$ cat config.mk
export PLATFORM = sky130hd
export DESIGN_NAME = line_sched
export DESIGN_NICKNAME = d
export VERILOG_FILES = /design/src/rtl/line_sched.sv
export SDC_FILE = /design/constraint.sdc
export NUM_CORES = 1
export LEC_CHECK = 0
export BUFFER_PORTS_ARGS = -buffer_cell sky130_fd_sc_hd__buf_2
export CAP_MARGIN = 25
export CORE_MARGIN = 1
export CORE_UTILIZATION = 38
export DETAILED_ROUTE_END_ITERATION = 10
export HOLD_SLACK_MARGIN = 0.15
export PLACE_DENSITY_LB_ADDON = 0.2
export SLEW_MARGIN = 20
export SYNTH_ARGS = -nofsm -noshare
export SYNTH_HDL_FRONTEND = slang
export SYNTH_SLANG_ARGS = --single-unit
$ cat constraint.sdc
create_clock -name clk -period 6.27 [get_ports clk]
set_input_delay 1.254 -clock clk [delete_from_list [all_inputs] [get_ports clk]]
set_output_delay 1.254 -clock clk [all_outputs]
set_load 0.01 [all_outputs]
$ cat src/rtl/line_sched.sv
// line_sched: walks a rectangular tile line by line and issues one command per
// line to the buffer line-read controller (inlinecontrol). A new command is only
// issued once the controller has dropped ready, because a valid during an
// active line would restart that line.
// Optional feature: define LINE_SCHED_STALL_CNT_EN to add the stall_cnt output.
//
// state   | meaning
// --------+-----------------------------------------------------------
// S_IDLE  | waiting for start; rejects bad configurations
// S_ISSUE | valid is high this cycle with the current line's command
// S_WAIT  | controller working on the line; advance on first ready low
// S_DRAIN | last line handed off; counting down the output pipeline
module line_sched #(
  parameter int X_MAC        = 4,
  parameter int ADDR_LEN     = 13,
  parameter int MAX_LINE_LEN = 10,
  parameter int LINE_CNT_LEN = 10,
  parameter int DRAIN_CYCLES = 5
) (
  input  logic                      clk,
  input  logic                      rst,
  input  logic                      start,
  input  logic                      abort,
  input  logic [ADDR_LEN-1:0]       cfg_base_addr,
  input  logic [ADDR_LEN-1:0]       cfg_mac_stride,
  input  logic [ADDR_LEN-1:0]       cfg_line_stride,
  input  logic [MAX_LINE_LEN-1:0]   cfg_linelen,
  input  logic [LINE_CNT_LEN-1:0]   cfg_num_lines,
  input  logic                      cfg_ispad,
  input  logic                      cfg_chain_en,
  input  logic                      ctrl_ready,
  output logic [ADDR_LEN*X_MAC-1:0] st_addr,
  output logic [MAX_LINE_LEN-1:0]   linelen,
  output logic                      ispad,
  output logic                      valid,
  output logic                      tofifo,
  output logic                      fromfifo,
  output logic                      busy,
  output logic                      done,
  output logic                      cfg_err
`ifdef LINE_SCHED_STALL_CNT_EN
  , output logic [15:0]             stall_cnt
`endif
);

  localparam int DRAIN_W = (DRAIN_CYCLES > 1) ? $clog2(DRAIN_CYCLES) : 1;
  localparam logic [DRAIN_W-1:0] DRAIN_LOAD = DRAIN_W'(DRAIN_CYCLES - 1);

  typedef enum logic [1:0] {S_IDLE, S_ISSUE, S_WAIT, S_DRAIN} state_t;

  state_t                    state;
  logic [ADDR_LEN*X_MAC-1:0] lane_off;
  logic [ADDR_LEN-1:0]       line_base;
  logic [ADDR_LEN-1:0]       line_stride;
  logic [LINE_CNT_LEN-1:0]   line_idx;
  logic [LINE_CNT_LEN-1:0]   last_idx;
  logic                      chain_en;
  logic [DRAIN_W-1:0]        drain_cnt;

  logic [ADDR_LEN-1:0]       acc;
  logic [ADDR_LEN*X_MAC-1:0] start_off;
  logic [ADDR_LEN*X_MAC-1:0] start_addr;
  logic [ADDR_LEN*X_MAC-1:0] next_addr;
  logic [ADDR_LEN-1:0]       next_base;
  logic [LINE_CNT_LEN-1:0]   next_idx;

  // Lane offsets are a running sum of the MAC stride (no multiplier); the sum
  // is only captured at start, later lines reuse the stored offsets.
  always_comb begin
    acc        = '0;
    start_off  = '0;
    start_addr = '0;
    next_addr  = '0;
    next_base  = line_base + line_stride;
    next_idx   = line_idx + 1'b1;
    for (int j = 0; j < X_MAC; j++) begin
      start_off[j*ADDR_LEN +: ADDR_LEN]  = acc;
      start_addr[j*ADDR_LEN +: ADDR_LEN] = cfg_base_addr + acc;
      next_addr[j*ADDR_LEN +: ADDR_LEN]  = next_base + lane_off[j*ADDR_LEN +: ADDR_LEN];
      acc = acc + cfg_mac_stride;
    end
  end

  // Scheduler FSM with all outputs registered; abort overrides every state.
  always_ff @(posedge clk or posedge rst) begin
    if (rst) begin
      state       <= S_IDLE;
      busy        <= 1'b0;
      valid       <= 1'b0;
      done        <= 1'b0;
      cfg_err     <= 1'b0;
      st_addr     <= '0;
      linelen     <= '0;
      ispad       <= 1'b0;
      tofifo      <= 1'b0;
      fromfifo    <= 1'b0;
      lane_off    <= '0;
      line_base   <= '0;
      line_stride <= '0;
      line_idx    <= '0;
      last_idx    <= '0;
      chain_en    <= 1'b0;
      drain_cnt   <= '0;
    end else begin
      valid   <= 1'b0;
      done    <= 1'b0;
      cfg_err <= 1'b0;
      if (abort) begin
        state     <= S_IDLE;
        busy      <= 1'b0;
        line_idx  <= '0;
        drain_cnt <= '0;
      end else begin
        case (state)
          S_IDLE: begin
            if (start) begin
              lane_off    <= start_off;
              line_base   <= cfg_base_addr;
              line_stride <= cfg_line_stride;
              line_idx    <= '0;
              last_idx    <= cfg_num_lines - 1'b1;
              chain_en    <= cfg_chain_en;
              if (cfg_linelen < MAX_LINE_LEN'(4)) begin
                cfg_err <= 1'b1;
                done    <= 1'b1;
              end else if (cfg_num_lines == '0) begin
                done <= 1'b1;
              end else begin
                state    <= S_ISSUE;
                busy     <= 1'b1;
                valid    <= 1'b1;
                st_addr  <= start_addr;
                linelen  <= cfg_linelen;
                ispad    <= cfg_ispad;
                tofifo   <= cfg_chain_en && (cfg_num_lines != LINE_CNT_LEN'(1));
                fromfifo <= 1'b0;
              end
            end
          end
          S_ISSUE: state <= S_WAIT;
          S_WAIT: begin
            // first cycle with ready low means the controller finished the line
            if (!ctrl_ready) begin
              line_idx  <= next_idx;
              line_base <= next_base;
              if (line_idx == last_idx) begin
                state     <= S_DRAIN;
                drain_cnt <= DRAIN_LOAD;
              end else begin
                state    <= S_ISSUE;
                valid    <= 1'b1;
                st_addr  <= next_addr;
                tofifo   <= chain_en && (next_idx != last_idx);
                fromfifo <= chain_en;
              end
            end
          end
          S_DRAIN: begin
            if (drain_cnt == '0) begin
              state <= S_IDLE;
              busy  <= 1'b0;
              done  <= 1'b1;
            end else begin
              drain_cnt <= drain_cnt - 1'b1;
            end
          end
          default: begin
            state <= S_IDLE;
            busy  <= 1'b0;
          end
        endcase
      end
    end
  end

`ifdef LINE_SCHED_STALL_CNT_EN
  // Saturating count of WAIT cycles in which the controller is still busy.
  always_ff @(posedge clk or posedge rst) begin
    if (rst) begin
      stall_cnt <= '0;
    end else if (!abort) begin
      if (state == S_IDLE && start) begin
        stall_cnt <= '0;
      end else if (state == S_WAIT && ctrl_ready && stall_cnt != 16'hFFFF) begin
        stall_cnt <= stall_cnt + 16'd1;
      end
    end
  end
`endif

endmodule

==> results of run 1 <==
## power by group
group	internal, uW	switching [uW]
Sequential	1290	248
Clock	599	453
Combinational	2040	2680
## cell usage after synthesis, drive strengths merged (17+ instances only)
cell    count  share of area, %
dfrtp     144                35
o21ai     127               6.2
nand2     125               4.6
ha        103                13
xnor2      72               6.2
nor2       65               2.4
a21oi      62               3.1
mux2       50               5.5
xor2       43               3.7
inv        35               1.3
a21o       29               2.1
clkbuf     21              0.81
nor3       21               1.0
mux2i      17               1.7
## area by class of cell
class | instances | area, um^2 | area share [%]
multi-input cells | 868 | 6300 | 53.5
flip-flops and latches | 144 | 3600 | 30.6
repair buffers | 139 | 708 | 6.02
clock buffers | 17 | 425 | 3.62
well taps | 335 | 419 | 3.56
clock inverters | 15 | 175 | 1.49
inverters | 35 | 136 | 1.16
## through the flow
stage / std cells / power, uW
6_report: 1553 / 7310
5_1_grt: 1553 / 7970
4_1_cts: 1553 / 7330
3_5_place_dp: 1521 / 6210
3_3_place_gp: 1521 / 6170
2_1_floorplan: 1083 / 5060
## state kept, by name (all words and copies together), names as in the netlist, 2 cells and up
register and flops:
state 2, st_addr 50, linelen 10, last_idx 10, line_base 13, line_stride 13
drain_cnt 3, lane_off 25, line_idx 10
## per-layer routing
layer	track usage [%]	up-vias
li1	-	4107
met1	27.9	3886
met2	31.0	159
met3	3.36	18
met4	4.14	0
met5	0	-
## how the worst min path moves through the flow
stage                                  start                  endpoint  slack [ps]  cells past startpoint
global placement     st_addr[42]$_DFFE_PP0P_   st_addr[42]$_DFFE_PP0P_         460                      2
global route         st_addr[33]$_DFFE_PP0P_   st_addr[33]$_DFFE_PP0P_         510                      2
finish                st_addr[3]$_DFFE_PP0P_    st_addr[3]$_DFFE_PP0P_         480                      2
detailed placement  drain_cnt[1]$_DFFE_PP0P_  drain_cnt[1]$_DFFE_PP0P_         470                      2
CTS                 drain_cnt[1]$_DFFE_PP0P_  drain_cnt[1]$_DFFE_PP0P_         480                      2
floorplan           drain_cnt[1]$_DFFE_PP0P_  drain_cnt[1]$_DFFE_PP0P_         450                      2
## cell families after synthesis
| family | count (synthesis) | synth area share, % |
|---|---|---|
| muxes | 67 | 7.21 |
| AOI/OAI and AO/OA | 297 | 18.1 |
| DFF | 144 | 35.2 |
| buffers and inverters | 71 | 3.19 |
| xor gates and xnor gates | 115 | 9.85 |
| adders and majority gates | 111 | 14.2 |
| and+or+nand+nor | 278 | 12.2 |
## worst reg2reg max path, delay by kind of cell (launching register included)
| family | cells | cell delay, ps |
|---|---|---|
| AOI/OAI and AO/OA | 10 | 1920 |
| xor gates and xnor gates | 3 | 840 |
| adders and majority gates | 2 | 630 |
| DFF | 1 | 410 |
## placed cells by master (no fill, tap or decap), types with 4 or more instances in the layout
cell type    n
o21ai_0     86
ha_1       102
mux2i_1     17
o31ai_1      8
fa_1         8
o221ai_1     5
a31oi_1      9
a21o_1      29
buf_4        5
and3_1       8
o21bai_1     9
nor2_1      65
a21oi_1     59
o21a_1       6
nand3_1     15
buf_2      134
or3_1       10
a211o_1      5
nor4_1       5
xnor2_1     72
nor3_1      21
dfrtp_1    144
a211oi_1    10
nand2_1    124
o21ai_1     41
nor2b_1      9
inv_1       33
xor2_1      43
nand2b_1     5
mux2_2      49
inv_6        4
clkinv_4     4
clkbuf_16   17
==> summary.txt, run 1 <==
Status
  • Status: finished, violations left
  • Failing checks: DRC

Floorplanning
  • Core ar.: 0.0262 mm^2
  • Die Span Y: 166 um
  • Die Width: 166 um
  • Initial Utilization: 39.0%
  • DIE AREA: 0.0276 mm^2
  • # rows: 59
  • I/O pin count: 135

Worst setup path
  • Cells along the critical path: buf_2, ha_1, fa_1, a21o_1, a21oi_2, o21bai_1, a21oi_2, o21bai_1, a211o_1, a31oi_2, xnor2_1, ha_1, o21a_1, nor2_1, a21oi_1, xor2_1, xnor2_1, o221ai_1
  • Worst Path Buf+Inv: 1
  • Crit-path leading delay family: compound AO/OA/AOI/OAI gates
  • Crit path launch: cfg_mac_stride[1]
  • Slowest stage delay, CP: 410 ps
  • FF-to-FF path depth: 15
  • Kind of critical path: in2reg
  • Reg-to-Reg End: st_addr[38]$_DFFE_PP0P_
  • Slowest cell on crit path: fa_1
  • Worst path required time: 6570 ps
  • Worst Setup End Kind: flop
  • CP max FO: 6
  • Reg2Reg Setup Slack: 2340 ps
  • Worst Setup EP: st_addr[51]$_DFFE_PP0P_
  • Type of origin of the critical path: input pin
  • Worst path arrival time: 4510 ps
  • CP Depth: 18
  • R2R Path Start: line_base[1]$_DFFE_PP0P_

Place
  • Cell Area, Placed: 0.0112 mm^2
  • PortBufs: 134
  • GPL Wtd Cong: 0.804
  • Dpl ws: 1620 ps
  • Hpwl dp: 19400 um

STA
  • Clock period minus worst slack: 4210 ps
  • Number of max-slew violations in the final report: 0
  • Peak Freq: 238 MHz
  • Worst hold slack: 477 ps
  • Unrepaired setup endpoints after global routing: no
  • Hold Fails Final Rpt: 0
  • Setup ws final: 2060 ps
  • Clk_skew: 10.8 ps
  • Fin crit share: 67.1%
  • Rel. slew slack: 39.1%
  • Setup Viol. Count Final: 0
  • Worst slew pin tran: 914 ps
  • Setup TNS: 0 ps

Clock tree
  • CTS tree: done
  • Clk slew on worst S/H paths: 70 ps
  • Inserted Clock Buffers: 17
  • Post-CTS Hold Buffers: 0
  • Clk_lat worst skew: 430 ps
  • PostCTS Resize Cnt: 0
  • CTS H-tree depth: 4
  • CTS Sinks: 144
  • Maximum clock path buffer count: 2
  • Setup bufs post-CTS: 0
  • Root Driver: clkbuf_16

Final layout
  • Post-layout instance area: 0.0118 mm^2
  • Fill cell count: 2572
  • Final core occ: 44.9%
  • Ant. Diodes: 0
  • Area growth from synthesis to layout: 15.1%
  • Final nets: 1382
  • Layout cell share with drive strength beyond 1: 20.0%

Route
  • DRT Pass-1 Iters: 8
  • Iter 0 DRT Violations: 418
  • Routed length per instance: 17.0 um
  • Metal-1 WL: 13400 um
  • DR WL met3: 1110 um
  • Via/cell ratio: 5.26
  • Met2 WL: 11800 um
  • Final wirelength: 26400 um
  • Detail Route Antenna Nets: 0
  • DR vias: 8170
  • Top Metal Used: met4
  • Residual DRC: 11

Yosys
  • Post-synth cell types: 70
  • Mapped Cells: 1083
  • Synthesized cell area: 0.0102 mm^2
  • Mapped Avg Cell Area: 9.44 um^2
  • Yosys warns: 0
  • #FFs+latches synth: 144
  • Syn Nets: 1260
  • Post-synth EDFFs: 0
  • Async SR Flop Fraction: 100%
  • Top FF cell, synth: dfrtp_1
  • Post-synthesis sequential area ratio: 35.2%

Power and ir drop
  • Leak: 0.00553 uW
  • Pwr/cell area: 621 mW/mm^2
  • Peak supply drop: 0.294 mV

Global routing
  • Largest net degree at the start of global routing: 96
  • Vias in the first global route: 7967
  • First-pass GRT wire length: 42600 um
  • Congestion Overflow GR: 0
  • Total GRT Usage: 19.6%
  • Antenna violations before repair: 0

Min path
  • Hold WC Path Type: reg2reg

Job
  • Max-cap viol count: 0
No activity file was read; power rests on OpenSTA's default activity.
==> run 2: changes to the inputs <==
- ABC_AREA: default -> 1
- clock period: 6.27 -> 4.3 ns (I/O delays scaled with it)
==> run 2 against run 1 <==
Compared with the run above: the flow now finishes without violations; non-clock buffer count up 8; power up 42%; core utilization down 0.056 points; sequential share of layout area down 1.9 points; clock skew up 3.0 ps; sequential power up 49%; critical endpoint is now st_addr[37]$_DFFE_PP0P_.
==> summary.txt, run 2 <==
STA
  • Setup TNS: 0 ps (unchanged)
  • Peak Freq: 284 MHz
  • Number of max-slew violations in the final report: 0 (unchanged)
  • Clk_skew: 13.8 ps (+2.99 ps)
  • Fin crit share: 81.8%
  • Unrepaired setup endpoints after global routing: no
  • Setup ws final: 784 ps (-1280 ps)
  • Clock period minus worst slack: 3520 ps
  • Rel. slew slack: 42.9% (+3.8 points)
  • Worst slew pin tran: 850 ps (-63.1 ps)
  • Worst hold slack: 368 ps (-110 ps)
  • Hold Fails Final Rpt: 0 (unchanged)
  • Setup Viol. Count Final: 0 (unchanged)

Clock tree
  • Clk_lat worst skew: 440 ps (about the same)
  • Root Driver: clkbuf_16
  • Post-CTS Hold Buffers: 0 (unchanged)
  • CTS H-tree depth: 4 (unchanged)
  • Inserted Clock Buffers: 17 (unchanged)
  • Setup bufs post-CTS: 0 (unchanged)
  • CTS tree: done
  • CTS Sinks: 144 (unchanged)
  • Maximum clock path buffer count: 2 (unchanged)
  • Clk slew on worst S/H paths: 70 ps (about the same)
  • PostCTS Resize Cnt: 0 (unchanged)

Yosys
  • Top FF cell, synth: dfrtp_1
  • Synthesized cell area: 0.0109 mm^2 (+6.5%)
  • Top cells by instance count after synthesis: nand2_1 (604), dfrtp_1 (144), inv_1 (109), o21ai_0 (105), ha_1 (103)
  • Post-synthesis sequential area ratio: 33.1% (-2.2 points)
  • Most frequent cell after synthesis: nand2_1
  • Area leader, netlist: dfrtp_1
  • Mapped Avg Cell Area: 7.08 um^2 (-25%)
  • Post-synth cell types: 41 (-41%)
  • Post-synth EDFFs: 0 (unchanged)
  • Synth area leaders: dfrtp_1 (33%), nand2_1 (21%), ha_1 (12%), o21ai_0 (4.8%), a21oi_1 (4.7%)
  • Async SR Flop Fraction: 100% (unchanged)
  • Yosys warns: 0 (unchanged)
  • Syn Nets: 1715 (+36%)
  • Mapped Cells: 1538 (+42%)
  • Area share of the largest cell type after synthesis: 33.1% (-2.2 points)
  • #FFs+latches synth: 144 (unchanged)

Final layout
  • Multi-input gate area: 0.00665 mm^2 (+5.5%)
  • Biggest register: st_addr
  • Sequential Area: 0.00360 mm^2 (unchanged)
  • Area growth from synthesis to layout: 15.3%
  • Layout cell share with drive strength beyond 1: 12.0% (-8.0 points)
  • Fill cell count: 2917 (+13%)
  • Max reg flops: 50 (unchanged)
  • Most common cell after layout, fill and taps aside: nand2_1
  • Post-layout instance area: 0.0126 mm^2 (+6.8%)
  • Final nets: 1842 (+33%)
  • Largest regs: st_addr: 50 flops, lane_off: 25 flops
  • Commonest non-fill, non-tap cells in the layout: nand2_1 (604), dfrtp_1 (144), buf_2 (134)

Power and ir drop
  • Peak supply drop: 0.353 mV (+20%)
  • Sw Pwr: 5300 uW (+57%)
  • Pwr/cell area: 828 mW/mm^2 (+33%)
  • Sequential Power Share: 22.0% (+0.9 points)
  • Switching share of power: 50.9% (+4.7 points)
  • Gate power share: 63.6% (-0.9 points)
  • Int Pwr: 5100 uW (+30%)
  • Leak: 0.00671 uW (+21%)
  • Clock power share: 14.5% (about the same)

Job
  • Max-cap viol count: 0 (unchanged)

Worst setup path
  • Worst Path Buf+Inv: 1 (unchanged)
  • Slowest cell on crit path: ha_1
  • Reg2Reg Setup Slack: 780 ps (-1560 ps)
  • Worst path arrival time: 3850 ps (-660 ps)
  • Slowest stage delay, CP: 480 ps (+70 ps)
  • Kind of critical path: reg2reg
  • Most Frequent Cell on Critical Path: nand2_1
  • CP max FO: 5 (-1)
  • Crit-path leading delay family: simple AND/OR/NAND/NOR gates
  • Worst path required time: 4630 ps (-1940 ps)
  • Worst Setup End Kind: flop
  • Type of origin of the critical path: flop
  • Cells along the critical path: ha_1, fa_1, nand3_1, nand2_1, a21oi_1, nor2_1, nor2_1, xnor2_1, ha_1, inv_1, nor3_1, nand3_1, nand4_1, a21oi_1, o21ai_0, nand2_1, nand2_1, nand2_1

Place
  • PortBufs: 134 (unchanged)
  • Cell Area, Placed: 0.0120 mm^2 (+7.1%)
  • Hpwl dp: 25600 um (+32%)
  • GPL Wtd Cong: 0.911 (+13%)
  • Dpl ws: 418 ps (-1200 ps)

Route
  • Routed length per instance: 16.3 um (-4.3%)
  • Residual DRC: 0 (-11)
  • Detail Route Antenna Nets: 0 (unchanged)
  • DR vias: 10418 (+28%)
  • Final wirelength: 33500 um (+27%)
  • Iter 0 DRT Violations: 793 (+90%)
  • Via/cell ratio: 5.06 (-3.7%)
  • DRT Pass-1 Iters: 5 (-3)

Global routing
  • Largest net degree at the start of global routing: 59 (-39%)
  • Congestion Overflow GR: 0 (unchanged)
  • Antenna violations before repair: 0 (unchanged)
  • First-pass GRT wire length: 52500 um (+23%)
  • Vias in the first global route: 9743 (+22%)
  • Total GRT Usage: 23.4% (+3.8 points)

Floorplanning
  • Core ar.: 0.0280 mm^2 (+6.9%)
  • Die Width: 171 um (+3.2%)
  • I/O pin count: 135 (unchanged)
  • Die Span Y: 171 um (+3.2%)
  • # rows: 61 (+3.4%)
  • Initial Utilization: 38.9% (-0.14 points)
  • DIE AREA: 0.0293 mm^2 (+6.4%)

Status
  • Status: complete, no violations

Min path
  • Hold WC Path Type: in2async
[run 2: changes by cell type in the layout (fill, tap and decap cells not counted), sizes merged, moves of 40 or more]
cell	previous run	this run
nand3	15	85
a21oi	62	102
inv	41	124
mux2	50	3
nand2	125	604
xnor2	72	19
[run 2: metal layers]
layer,up-vias,part of all wire [%],GRT usage (%)
met5,-,0,0
met4,0,1.3,5.36
met3,22,5.4,3.68
met2,244,44,37.0
met1,4860,49,33.4
li1,5292,-,-
[run 2: cell type report]
| class | count | share of cell area (%) |
|---|---|---|
| clock buffer | 18 | 3.50 |
| multi-input combinational | 1237 | 52.9 |
| antenna | 1 | 0.0199 |
| inverter | 118 | 3.56 |
| timing repair buffer | 147 | 6.41 |
| tap | 378 | 3.77 |
| clock inverter | 14 | 1.14 |
| sequential | 144 | 28.7 |
[run 2: logic make-up (layout without fill, tap and decap cells)]
group	Yosys count	after routing	share of synthesized area (%)
xor gates and xnor gates	59	59	4.74
DFF	144	144	33.1
buffers and inverters	157	297	5.97
adders and majority gates	111	111	13.3
and+or+nand+nor	811	811	30.1
other	0	1	0
AOI/OAI and AO/OA	253	253	12.5
muxes	3	3	0.310
[run 2: path summary, 6_finish.rpt]
path | depth (start not counted) | endpoint | start
worst max-delay path | 18 | st_addr[37]$_DFFE_PP0P_ | line_stride[0]$_DFFE_PP0P_
worst min-delay path | 2 | line_stride[11]$_DFFE_PP0P_ | rst
worst max register to register | 18 | st_addr[37]$_DFFE_PP0P_ | line_stride[0]$_DFFE_PP0P_
worst min register to register | 2 | linelen[4]$_DFFE_PP0P_ | linelen[4]$_DFFE_PP0P_
max in group asynchronous | 3 | valid$_DFF_PP0_ | rst
min in group clk | 2 | linelen[4]$_DFFE_PP0P_ | linelen[4]$_DFFE_PP0P_
[run 2: power by group through the flow]
stage | registers, uW | logic [uW] | clock network (uW)
floorplan | 2340 | 4540 | 0
global placement | 2300 | 6460 | 0
detailed placement | 2300 | 6510 | 0
CTS | 2290 | 6580 | 1540
global route | 2350 | 7440 | 1590
finish | 2290 | 6610 | 1510
[run 2: through the flow]
stage                     cells  utilization (%)  power [uW]
final                      2057             44.8       10400
after global routing       2056             44.8       11400
after CTS                  2055             44.8       10400
after detailed placement   2023             42.7        8810
after global placement     2023             42.7        8760
after floorplan            1538                -        6890
==> run 3: changes to the inputs <==
- clock period: 4.3 -> 3.68 ns (I/O delays scaled with it)
==> run 3 against run 2 <==
Compared with the run above: global-route usage is essentially flat; worst setup slack lost 460 ps; largest cell class unchanged; largest power group unchanged; cell area grew 0.84%; clock power grew 19%; routed wire length shrank 0.48%; sequential power grew 17%; register-to-register slack lost 460 ps; sequential share of layout area shrank 0.24 points.
==> summary.txt, run 3 (synthesis gave the netlist of run 2 again) <==
Global routing
  • Met2 Track Usage GR: 36.4% (-0.60 points)
  • Vias in the first global route: 9964 (+2.3%)
  • Met1 usage: 33.6% (+0.27 points)
  • Largest net degree at the start of global routing: 61 (+3.4%)
  • GR Util met3: 2.92% (-0.76 points)
  • Antenna violations before repair: 0 (unchanged)
  • Total GRT Usage: 23.4% (about the same)
  • Congestion Overflow GR: 0 (unchanged)
  • First-pass GRT wire length: 52600 um (+0.21%)
  • Grt peak-use layer: met2

Power and ir drop
  • Switching share of power: 50.2% (-0.72 points)
  • Sequential Power Share: 21.7% (-0.3 points)
  • Int Pwr: 6120 uW (+20%)
  • Peak supply drop: 0.380 mV (+7.6%)
  • Final Power: 12300 uW (+18%)
  • Gate power share: 63.7% (about the same)
  • Sw Pwr: 6170 uW (+16%)
  • Leak: 0.00677 uW (+0.83%)
  • Pwr/cell area: 970 mW/mm^2 (+17%)
  • Clock power share: 14.6% (about the same)

STA
  • Clock period minus worst slack: 3350 ps (-163 ps)
  • Fin crit share: 91.1% (+9.4 points)
  • Peak Freq: 298 MHz (+4.9%)
  • Setup TNS: 0 ps (unchanged)
  • Clk_skew: 15.2 ps (+1.32 ps)
  • Worst hold slack: 427 ps (+59.4 ps)
  • Worst slew pin tran: 745 ps (-106 ps)
  • Rel. slew slack: 50.2% (+7.3 points)
  • Setup Viol. Count Final: 0 (unchanged)
  • Number of max-slew violations in the final report: 0 (unchanged)
  • Unrepaired setup endpoints after global routing: no
  • Hold Fails Final Rpt: 0 (unchanged)

Route
  • Routed length per instance: 16.1 um (-1.0%)
  • Residual DRC: 0 (unchanged)
  • DRT Pass-1 Iters: 5 (unchanged)
  • Detail Route Antenna Nets: 0 (unchanged)
  • DR vias: 10515 (+0.93%)
  • Via/cell ratio: 5.08 (+0.39%)
  • Final wirelength: 33300 um (-0.48%)
  • Iter 0 DRT Violations: 756 (-4.7%)

Worst setup path
  • Slowest cell on crit path: fa_1
  • Slowest stage delay, CP: 400 ps (-80 ps)
  • Cells along the critical path: ha_1, fa_1, nand3_1, nand2_1, buf_4, xor2_1, buf_4, ha_1, nand2_1, inv_1, a21boi_0, o21ai_0, o21ai_0, nand2_1, nand2_1, nand2_1
  • Type of origin of the critical path: flop
  • Worst path required time: 4010 ps (-620 ps)
  • Worst path arrival time: 3690 ps (-160 ps)
  • CP max FO: 4 (-1)
  • Worst Setup End Kind: flop
  • Most Frequent Cell on Critical Path: nand2_1
  • Kind of critical path: reg2reg

Clock tree
  • Root Driver: clkbuf_16
  • Clk_lat worst skew: 430 ps (about the same)
  • Inserted Clock Buffers: 17 (unchanged)
  • Post-CTS Hold Buffers: 0 (unchanged)
  • CTS tree: done
  • Clk slew on worst S/H paths: 70 ps (about the same)
  • PostCTS Resize Cnt: 0 (unchanged)
  • CTS Sinks: 144 (unchanged)
  • Maximum clock path buffer count: 2 (unchanged)
  • Setup bufs post-CTS: 0 (unchanged)
  • CTS H-tree depth: 4 (unchanged)

Final layout
  • Most common cell after layout, fill and taps aside: nand2_1
  • Max reg flops: 50 (unchanged)
  • Final core occ: 45.2% (+0.38 points)
  • Largest regs: st_addr: 50 flops, lane_off: 25 flops
  • Fill cell count: 2904 (-0.45%)
  • Biggest register: st_addr
  • Area growth from synthesis to layout: 16.3%
  • Non-Filler Instances: 2068 (+0.53%)
  • Final nets: 1854 (+0.65%)
  • Ant. Diodes: 0 (-1)
  • Layout cell share with drive strength beyond 1: 12.5% (+0.57 points)
  • Commonest non-fill, non-tap cells in the layout: nand2_1 (604), dfrtp_1 (144), buf_2 (134)

Min path
  • Hold WC Path Type: in2async

Status
  • Status: complete, no violations

Floorplanning
  • Initial Utilization: 38.9% (unchanged)
  • Core ar.: 0.0280 mm^2 (unchanged)
  • DIE AREA: 0.0293 mm^2 (unchanged)
  • # rows: 61 (unchanged)
  • Die Width: 171 um (unchanged)
  • Die Span Y: 171 um (unchanged)
  • I/O pin count: 135 (unchanged)

Job
  • Max-cap viol count: 0 (unchanged)

Place
  • Hpwl dp: 26100 um (+2.2%)
  • GPL Wtd Cong: 0.924 (+1.4%)
  • PortBufs: 134 (unchanged)
  • Post-Place Cells: 2036 (+0.64%)
## run 3: path summary, 6_finish.rpt
kind | startpoint | endpoint | slack (ps) | cells past startpoint
worst max-delay path | line_base[0]$_DFFE_PP0P_ | st_addr[47]$_DFFE_PP0P_ | 330 | 16
worst min-delay path | rst | st_addr[23]$_DFFE_PP0P_ | 430 | 2
worst max register to register | line_base[0]$_DFFE_PP0P_ | st_addr[47]$_DFFE_PP0P_ | 330 | 16
worst min register to register | linelen[8]$_DFFE_PP0P_ | linelen[8]$_DFFE_PP0P_ | 470 | 2
max in group asynchronous | rst | lane_off[36]$_DFFE_PP0P_ | 2430 | 3
min in group clk | linelen[8]$_DFFE_PP0P_ | linelen[8]$_DFFE_PP0P_ | 470 | 2
## run 3: critical path, delay by kind of cell (launching register included)
family | cells | cell delay [ps]
DFF | 1 | 380
and+or+nand+nor | 6 | 500
adders and majority gates | 3 | 970
buffers and inverters | 3 | 370
xor gates and xnor gates | 1 | 140
AOI/OAI and AO/OA | 3 | 890
## run 3: power by group through the flow
stage          Clock, uW  Combinational [uW]  Sequential [uW]
6_report            1800                7830             2670
5_1_grt             1890                8790             2750
4_1_cts             1830                7770             2670
3_5_place_dp           0                7690             2690
3_3_place_gp           0                7650             2680
2_1_floorplan          0                5310             2740
## run 3: metal layers
| layer | up-vias | wire [um] |
|---|---|---|
| li1 | 5310 | - |
| met5 | - | 0 |
| met3 | 40 | 1590 |
| met2 | 257 | 14400 |
| met1 | 4908 | 16600 |
| met4 | 0 | 707 |
## run 3: cell type report
cell class	count	area (um^2)	share of cell area, %
Clock buffer	18	429	3.39
Tap cell	378	473	3.73
Multi-Input combinational cell	1237	6650	52.5
Clock inverter	14	170	1.34
Sequential cell	144	3600	28.5
Timing Repair Buffer	159	896	7.07
Inverter	118	447	3.53
## run 3: metrics by stage
step,instance area (um^2),worst slack (ps)
6_report,12700,327
5_1_grt,12700,16.3
4_1_cts,12700,339
3_5_place_dp,12100,48.8
3_3_place_gp,12100,95.3
2_1_floorplan,10900,459
